## config.mk

```make
export PLATFORM = sky130hd
export DESIGN_NAME = row_payload_uart_tx
export DESIGN_NICKNAME = d
export VERILOG_FILES = /design/src/rtl/row_payload_uart_tx.sv
export SDC_FILE = /design/constraint.sdc
export NUM_CORES = 1
export LEC_CHECK = 0
export CAP_MARGIN = 20
export CORE_MARGIN = 10
export CORE_UTILIZATION = 57
export DETAILED_ROUTE_END_ITERATION = 12
export DONT_BUFFER_PORTS = 1
export PLACE_DENSITY = 0.75
export REMOVE_ABC_BUFFERS = 1
export SLEW_MARGIN = 20
export SYNTH_ARGS = -nofsm -noshare
export SYNTH_HDL_FRONTEND = slang
export SYNTH_SLANG_ARGS = --single-unit
```

## constraint.sdc

```tcl
create_clock -name clk_in -period 2.2 [get_ports clk_in]
set_clock_uncertainty 0.2 [all_clocks]
set_input_delay 0.22 -clock clk_in [delete_from_list [all_inputs] [get_ports clk_in]]
set_output_delay 0.22 -clock clk_in [all_outputs]
set_load 0.1 [all_outputs]
```

## src/rtl/row_payload_uart_tx.sv

```systemverilog
// Serial row-payload source: latches a PAYLOAD_BYTES-wide row and sends it MSB byte first as 8N1 UART frames.
// Optional feature macro ROW_PAYLOAD_TX_CHECKSUM_EN appends an XOR checksum byte to every frame.
module row_payload_uart_tx #(
  parameter int PAYLOAD_BYTES      = 4,
  parameter int UART_TICKS_PER_BIT = 22,
  parameter int GAP_TICKS          = 0,
  parameter int REPEAT_W           = 8
) (
  input  logic                                 clk_in,
  input  logic                                 reset,
  input  logic                                 start,
  input  logic [PAYLOAD_BYTES*8-1:0]           payload,
  input  logic [REPEAT_W-1:0]                  repeat_count,
  output logic                                 tx_out,
  output logic                                 busy,
  output logic                                 byte_strobe,
  output logic [$clog2(PAYLOAD_BYTES+2)-1:0]   byte_index,
  output logic                                 done
);
  localparam int IDXW  = $clog2(PAYLOAD_BYTES+2);
  localparam int TICKW = $clog2(UART_TICKS_PER_BIT);
  localparam int GAPW  = (GAP_TICKS > 1) ? $clog2(GAP_TICKS) : 1;
`ifdef ROW_PAYLOAD_TX_CHECKSUM_EN
  localparam int LAST_IDX = PAYLOAD_BYTES;
`else
  localparam int LAST_IDX = PAYLOAD_BYTES - 1;
`endif

  typedef enum logic [2:0] {S_IDLE, S_START, S_DATA, S_STOP, S_GAP} state_t;

  state_t                   r_state, w_next;
  logic [TICKW-1:0]         r_tick;
  logic [2:0]               r_bit;
  logic [GAPW-1:0]          r_gap;
  logic [PAYLOAD_BYTES*8-1:0] r_payload;
  logic [REPEAT_W-1:0]      r_repeat, r_frame;
  logic [IDXW-1:0]          r_idx;
  logic [7:0]               r_shift;
  logic                     r_done;
  logic                     w_tick_last, w_gap_last, w_last_byte, w_more_frames;
  logic [7:0]               w_byte;

  assign w_tick_last   = (r_tick == TICKW'(UART_TICKS_PER_BIT-1));
  assign w_gap_last    = (r_gap == GAPW'(GAP_TICKS-1));
  assign w_last_byte   = (r_idx == IDXW'(LAST_IDX));
  assign w_more_frames = (r_frame < r_repeat);

`ifdef ROW_PAYLOAD_TX_CHECKSUM_EN
  logic [7:0] w_csum;
  always_comb begin
    w_csum = 8'h00;
    for (int b = 0; b < PAYLOAD_BYTES; b++) w_csum ^= r_payload[8*b +: 8];
  end
`endif

  // byte_index 0 selects the most significant payload byte
  always_comb begin
    w_byte = 8'h00;
    for (int b = 0; b < PAYLOAD_BYTES; b++)
      if (r_idx == IDXW'(b)) w_byte = r_payload[8*(PAYLOAD_BYTES-1-b) +: 8];
`ifdef ROW_PAYLOAD_TX_CHECKSUM_EN
    if (r_idx == IDXW'(PAYLOAD_BYTES)) w_byte = w_csum;
`endif
  end

  always_ff @(posedge clk_in or posedge reset) begin
    if (reset) r_state <= S_IDLE;
    else       r_state <= w_next;
  end

  always_comb begin
    w_next = r_state;
    case (r_state)
      S_IDLE:  if (start) w_next = S_START;
      S_START: if (w_tick_last) w_next = S_DATA;
      S_DATA:  if (w_tick_last && r_bit == 3'd7) w_next = S_STOP;
      S_STOP:
        if (w_tick_last) begin
          if (!w_last_byte || w_more_frames) w_next = (GAP_TICKS == 0) ? S_START : S_GAP;
          else                               w_next = S_IDLE;
        end
      S_GAP:   if (w_gap_last) w_next = S_START;
      default: w_next = S_IDLE;
    endcase
  end

  always_comb begin
    tx_out      = 1'b1;
    busy        = (r_state != S_IDLE);
    byte_strobe = (r_state == S_START) && (r_tick == '0);
    case (r_state)
      S_START: tx_out = 1'b0;
      S_DATA:  tx_out = r_shift[0];
      default: tx_out = 1'b1;
    endcase
  end

  assign byte_index = r_idx;
  assign done       = r_done;

  always_ff @(posedge clk_in or posedge reset) begin
    if (reset) begin
      r_tick    <= '0;
      r_bit     <= '0;
      r_gap     <= '0;
      r_payload <= '0;
      r_repeat  <= '0;
      r_frame   <= '0;
      r_idx     <= '0;
      r_shift   <= '0;
      r_done    <= 1'b0;
    end else begin
      r_done <= 1'b0;
      r_tick <= ((r_state == S_START || r_state == S_DATA || r_state == S_STOP) && !w_tick_last)
                ? r_tick + 1'b1 : '0;
      r_gap  <= (r_state == S_GAP && !w_gap_last) ? r_gap + 1'b1 : '0;
      case (r_state)
        S_IDLE:
          if (start) begin
            r_payload <= payload;
            r_repeat  <= repeat_count;
            r_frame   <= '0;
            r_idx     <= '0;
          end
        S_START:
          if (w_tick_last) begin
            r_shift <= w_byte;
            r_bit   <= 3'd0;
          end
        S_DATA:
          if (w_tick_last) begin
            r_shift <= {1'b0, r_shift[7:1]};
            r_bit   <= r_bit + 3'd1;
          end
        S_STOP:
          if (w_tick_last) begin
            if (!w_last_byte) r_idx <= r_idx + 1'b1;
            else if (w_more_frames) begin
              r_frame <= r_frame + 1'b1;
              r_idx   <= '0;
            end else begin
              r_done <= 1'b1;
              r_idx  <= '0;
            end
          end
        default: ;
      endcase
    end
  end
endmodule

```

==> results.md, run 1 <==
* Root buffer cell: clkbuf_8
* Met1 usage at 0.206
* Minimum clock period at between 2 and 2.5 ns
* VDD IR max at between 0.7 and 0.8 mV
* PD cells at ~1200 nW/um^2
* Ratio of final minimum period to clock period at 0.984
* Routed WL at 8380 um
* Clk network pwr share at 0.237
* Nets at between 400 and 500
* Dpl cell area at between 3000 and 4000 um^2
* Yosys warns at 0
* Flop2flop setup slack at between 0.03 and 0.04 ns
* Worst Hold Path Cells at 3
* CTS Buf Count at 9
* Async SR Flop Fraction at 1.00
* Drt wl/cell at 17.6 um
* Vias/cell at 5.77
* Register area at around 1800 um^2
* Post-synth EDFFs at 0
* Largest net degree at the start of global routing at between 50 and 60
* M2 GR Usage at 0.284
* WP data arrival at roughly 2.2 ns
* Worst Setup Start Kind: register
* Total grt overflow at 0
* Area taken by multi-input logic gates at about 1800 um^2
* Std-Cell Rows at 29
* CTS tree: done
* Clock-pin slew on the worst setup and hold paths at approximately 0.08 ns
* Initial core utilization at 0.578
* Crit. End Element: register
* Sinks on the clock net at 70
* Sw power at around 1900 uW
* Setup tns final at 0 ns
* Most frequent cells in the layout: 70 x dfrtp_1, 41 x mux2_2, 41 x dlygate4sd3_1
* Die area at roughly 10000 um^2
* DR iter-0 viols at 201
* Worst slew pin tran at between 0.6 and 0.7 ns
* R2R Path Start: r_frame[1]
* CORE AREA at 6280 um^2
* Post-layout instance area at ~4600 um^2
* Met3 global-route usage at 0.0515
* Power, Total at around 5400 uW
* Via count at around 2800
* GR peak layer: met2
* Max Buffers Root-to-Sink at 2
* Logic pwr share at 0.390
* Yosys reg bits at 70
* IO Port Bufs at 0
* Worst endpoint required time at about 2.3 ns
* Hpwl dp at ~5300 um
* Worst R2R End: r_frame[4]
* GRT Util Overall at 0.171
* Layout cells sized above 1 at 0.240
* Number of max-slew violations in the final report at 0
* Initial antenna violation count at 0
* N_diodes at 0
* Status: finished, final reports clean
* Chip Width at about 100 um
* Final hold violations at 0
* Seq pwr share at 0.374
* Highest fanout seen on the critical path at 5
* Cell count after synthesis at approximately 340
* Max Cap Viol at 0
* Vias in the first global route at between 2000 and 3000
* First-pass GRT wire length at between 10000 and 15000 um
* Leakage at ~0.0021 uW
* Sw Ratio at 0.360
* Slew headroom at 0.598
* First drt pass iteration count at 4
* Clk_lat worst skew at 0.35 ns
* Syn Std Cell Area at approximately 3600 um^2
* Layout fillers at 418
* Worst hold start: start
* Int Pwr at about 3500 uW
* Final setup viols at 0
* Boundary Pins at 50
* Ys flop type: dfrtp_1
* Leading area contributor after synthesis: dfrtp_1
* Area contributors post-synth: dfrtp_1 48%, mux2_2 13%, ha_1 7.6%
* Commonest non-fill, non-tap cell in the layout: dfrtp_1
* Max Clk Rate at 462 MHz
* Worst min path class: input port to register
* Htree depth at 3
* Synthesized area per cell at 10.8 um^2
* Hold EP: r_payload[9]
* DP Worst Slack at around 0.028 ns
* Yosys top cell area share at 0.482
* Post-synthesis sequential area ratio at 0.482
* Die Ht at around 100 um
* R2R depth at 7
* Synth cell types at 47
* Final worst setup slack at roughly 0.036 ns
* Hold_ws at between 0.1 and 0.15 ns
* Drt drc at 0
* Crit Path Class: register to register
* Synthesis-to-finish area growth at 25.5%
* Antenna-violating nets left at 0
* GPL Wtd Cong at approximately 0.79
## how the worst max path moves through the flow
stage | start | end | slack [ns]
after floorplan | r_state[0] | tx_out | -1.12
after global placement | r_frame[2] | r_frame[0] | 0.09
after detailed placement | r_frame[2] | r_frame[0] | 0.03
after CTS | r_frame[2] | r_frame[0] | 0.02
after global routing | r_tick[1] | r_frame[3] | -0.02
final | r_frame[1] | r_frame[4] | 0.04
## per-layer routing
| layer | vias to the layer above | routed length, um | share of wire |
|---|---|---|---|
| met4 | 0 | 113 | 0.013 |
| met5 | - | 0 | 0 |
| met1 | 1354 | 3460 | 0.41 |
| met2 | 71 | 4380 | 0.52 |
| met3 | 11 | 426 | 0.051 |
| li1 | 1316 | - | - |
## state kept, by name, summed over array words and instances (netlist names)
signal	cells
byte_index	3
r_payload	32
r_frame	8
r_shift	8
r_tick	5
r_repeat	8
r_state	2
r_bit	3
done	1
## power by group through the flow
| stage | clock [uW] | sequential, uW | combinational (uW) |
|---|---|---|---|
| after floorplan | 0 | 1950 | 1490 |
| after global placement | 0 | 2010 | 1820 |
| after detailed placement | 0 | 2040 | 1880 |
| after CTS | 1300 | 2010 | 1960 |
| after global routing | 1350 | 2080 | 2320 |
| final | 1280 | 2020 | 2110 |
## synthesized netlist by cell type (2+ instances only)
master,n
o21bai_1,3
nor2_1,12
nand2_1,20
a31oi_1,5
nor3_1,4
o211ai_1,3
ha_1,22
clkbuf_1,6
dfrtp_1,70
buf_1,2
a21oi_1,31
nand3_1,6
and2_1,3
a22oi_1,11
nand2b_1,7
buf_4,2
nor2b_1,2
mux2_2,41
inv_1,26
and3_1,2
and4_1,2
nand4_1,3
buf_2,5
a21o_1,2
a22o_1,3
o21ai_0,23
## critical path: stages, from the launching register on
cell and delay, ns:
dfrtp_1 0.45, ha_1 0.23, a211o_1 0.34, a31oi_4 0.19
o311a_4 0.25, buf_4 0.14, a31oi_1 0.09, a31oi_1 0.18
## stage by stage
stage	cells	util
finish	477	0.726
global route	477	0.726
CTS	476	0.714
detailed placement	419	0.609
global placement	419	0.609
floorplan	321	-
## cell families after synthesis
family                     after synthesis  synth area share
adders and majority gates               22            0.0758
muxes                                   42             0.131
and+or+nand+nor                         66            0.0951
DFF                                     70             0.482
buffers and inverters                   42            0.0493
xor gates and xnor gates                 2           0.00483
AOI/OAI and AO/OA                       93             0.161
## cell type report
cell class,instances,share of cell area
Tap cell,77,0.0211
Timing Repair Buffer,62,0.128
Inverter,26,0.0214
Multi-Input combinational cell,226,0.391
Clock buffer,9,0.0272
Sequential cell,70,0.385
Clock inverter,7,0.0269
## timing repair
| item | 4_1_cts | 5_1_grt |
|---|---|---|
| setup endpoints to repair | 1 | 11 |
| setup buffers | 0 | 0 |
| pin swaps | 0 | 1 |
| gates resized for setup | 1 | 11 |
| hold endpoints to repair | 110 | 0 |
| hold buffers | 41 | 0 |
| cloned | 0 | 1 |
(Power assumes the default switching activity.)
==> run 2, diff against run 1 <==
Settings changed: SETUP_SLACK_MARGIN set to 0.2.
==> run 2 against run 1 <==
  * Hold slack got worse by 0.0022 ns
  * Critical path type unchanged
  * Power increased by 5.5%
  * Wire length increased by 5.8%
  * Sequential share of layout area decreased by 1.5 points
  * Die area unchanged
  * Final cell count increased by 2.1%
  * Global-route usage increased by 0.10 points
  * Clock power about the same
  * Highest routed layer unchanged
  * Critical path depth increased by 1
  * Maximum frequency increased by 3.1%
==> results.md, run 2 (synthesis gave the netlist of run 1 again) <==
* VDD IR max at 0.763 mV (+0.83%)
* Worst R2R End: r_frame[2]
* Synthesis-to-finish area growth at 30.7%
* Initial antenna violation count at 0 (unchanged)
* Via count at 2839 (+3.2%)
* Worst Hold Path Cells at 4 (+1)
* Sw Ratio at 0.360 (-0.000668)
* Logic pwr share at 0.421 (+0.031)
* Worst min path class: input port to register
* Root buffer cell: clkbuf_8
* Vias/cell at 5.83 (+1.0%)
* Std-Cell Rows at 29 (unchanged)
* Crit Path Class: register to register
* First-pass GRT wire length at 13900 um (+0.50%)
* RSZ-0062 raised after global routing: true
* Drt drc at 0 (unchanged)
* Final worst setup slack at 0.100 ns (+0.0647 ns)
* Leakage at 0.00219 uW (+2.9%)
* Boundary Pins at 50 (unchanged)
* Final setup viols at 0 (unchanged)
* Ratio of final minimum period to clock period at 0.954 (-0.0294)
* Status: finished, final reports clean
* Commonest non-fill, non-tap cell in the layout: dfrtp_1
* GRT Util Overall at 0.172 (+0.00101)
* Worst slew pin tran at 0.450 ns (-0.153 ns)
* Slew headroom at 0.700 (+0.102)
* Max Buffers Root-to-Sink at 2 (unchanged)
* Non-Filler Instances at 487 (+2.1%)
* GPL Wtd Cong at 0.786 (unchanged)
* Final hold violations at 0 (unchanged)
* Clk_lat worst skew at 0.35 ns (about the same)
* Hpwl dp at 5300 um (unchanged)
* Number of max-slew violations in the final report at 0 (unchanged)
* Sw power at 2050 uW (+5.4%)
* Vias in the first global route at 2879 (+1.8%)
* First drt pass iteration count at 4 (unchanged)
* PD cells at 1200 nW/um^2 (+1.3%)
* Initial core utilization at 0.578 (unchanged)
* Largest register FFs at 32 (unchanged)
* Largest Register: r_payload
* N_diodes at 0 (unchanged)
* Hold_ws at 0.103 ns (-0.00216 ns)
* Int Pwr at 3650 uW (+5.7%)
* Largest net degree at the start of global routing at 51 (unchanged)
* WP data arrival at 2.14 ns (-0.09 ns)
* Flop2flop setup slack at 0.10 ns (+0.06 ns)
* Minimum clock period at 2.10 ns (-0.0647 ns)
* R2R Path Start: r_repeat[2]
* Hold EP: r_frame[2]
* Clk network pwr share at 0.225 (-0.012)
* Htree depth at 3 (unchanged)
* CORE AREA at 6280 um^2 (unchanged)
* Routed WL at 8870 um (+5.8%)
* DP Worst Slack at 0.0275 ns (unchanged)
* Worst Setup Start Kind: register
* Antenna-violating nets left at 0 (unchanged)
* Max Clk Rate at 476 MHz (+3.1%)
* IO Port Bufs at 0 (unchanged)
* DR iter-0 viols at 239 (+19%)
* Nets at 470 (+2.2%)
* Clock-pin slew on the worst setup and hold paths at 0.08 ns (about the same)
* Highest fanout seen on the critical path at 6 (+1)
* Layout cells sized above 1 at 0.295 (+0.0551)
* Max Cap Viol at 0 (unchanged)
* Worst endpoint required time at 2.24 ns (-0.03 ns)
* CTS tree: done
* Die Ht at 99.8 um (unchanged)
* Most frequent cells in the layout: 69 x dfrtp_1, 41 x mux2_2, 41 x dlygate4sd3_1
* Chip Width at 99.8 um (unchanged)
* Drt wl/cell at 18.2 um (+3.6%)
* Sinks on the clock net at 70 (unchanged)
* Total grt overflow at 0 (unchanged)
* CTS Buf Count at 9 (unchanged)
* Placed Instances at 419 (unchanged)
* Die area at 9960 um^2 (unchanged)
* R2R depth at 8 (+1)
* Crit. End Element: register
* Worst hold start: start
* Seq pwr share at 0.354 (-0.020)
[run 2: power groups by stage]
stage / clock, uW / combinational, uW / sequential [uW]
after floorplan: 0 / 1490 / 1950
after global placement: 0 / 1820 / 2010
after detailed placement: 0 / 1880 / 2040
after CTS: 1300 / 2110 / 2000
after global routing: 1350 / 2610 / 2080
final: 1280 / 2400 / 2020
[run 2: worst max-delay path by stage]
| stage | start | end | slack (ns) |
|---|---|---|---|
| after floorplan | r_state[0] | tx_out | -1.12 |
| after global placement | r_frame[2] | r_frame[0] | 0.09 |
| after detailed placement | r_frame[2] | r_frame[0] | 0.03 |
| after CTS | r_repeat[2] | r_frame[5] | 0.11 |
| after global routing | r_frame[3] | r_frame[2] | 0.03 |
| final | r_repeat[2] | r_frame[2] | 0.10 |
[run 2: per-stage QoR]
stage / power, uW / area (um^2) / util / setup TNS [ns]
floorplan: 3450 / 3550 / - / -10.46
global placement: 3830 / 3820 / 0.609 / 0
detailed placement: 3920 / 3820 / 0.609 / 0
CTS: 5410 / 4570 / 0.728 / 0
global route: 6050 / 4740 / 0.756 / 0
finish: 5710 / 4740 / 0.756 / 0
[run 2: layer usage]
layer,wire length (um),up-vias,global-route usage
li1,-,1333,-
met1,3570,1382,0.200
met2,4570,101,0.291
met3,530,23,0.0529
met4,198,0,0.0606
met5,0,-,0
[run 2: final cells by class]
type                            count  area [um^2]
Inverter                           26         97.6
Fill cell                         394         1530
Tap cell                           77         96.3
Multi-Input combinational cell    225         1840
Clock buffer                        9          124
Clock inverter                      7          123
Sequential cell                    70         1750
Timing Repair Buffer               73          711
[run 2: what timing repair did]
item	in CTS	in global routing
hold buffers	41	0
hold endpoints to repair	110	0
setup endpoints to repair	15	54
gates resized for setup	14	29
buffers inserted	5	5
pin swaps	4	6
cloned	0	1
[run 2: critical path, stage by stage (launching register included)]
cell and delay [ns]:
dfrtp_1 0.39, inv_2 0.07, ha_4 0.20, a211o_1 0.34, a31oi_4 0.18, o311a_4 0.24, buf_4 0.13, a31oi_1 0.07
o21bai_1 0.16
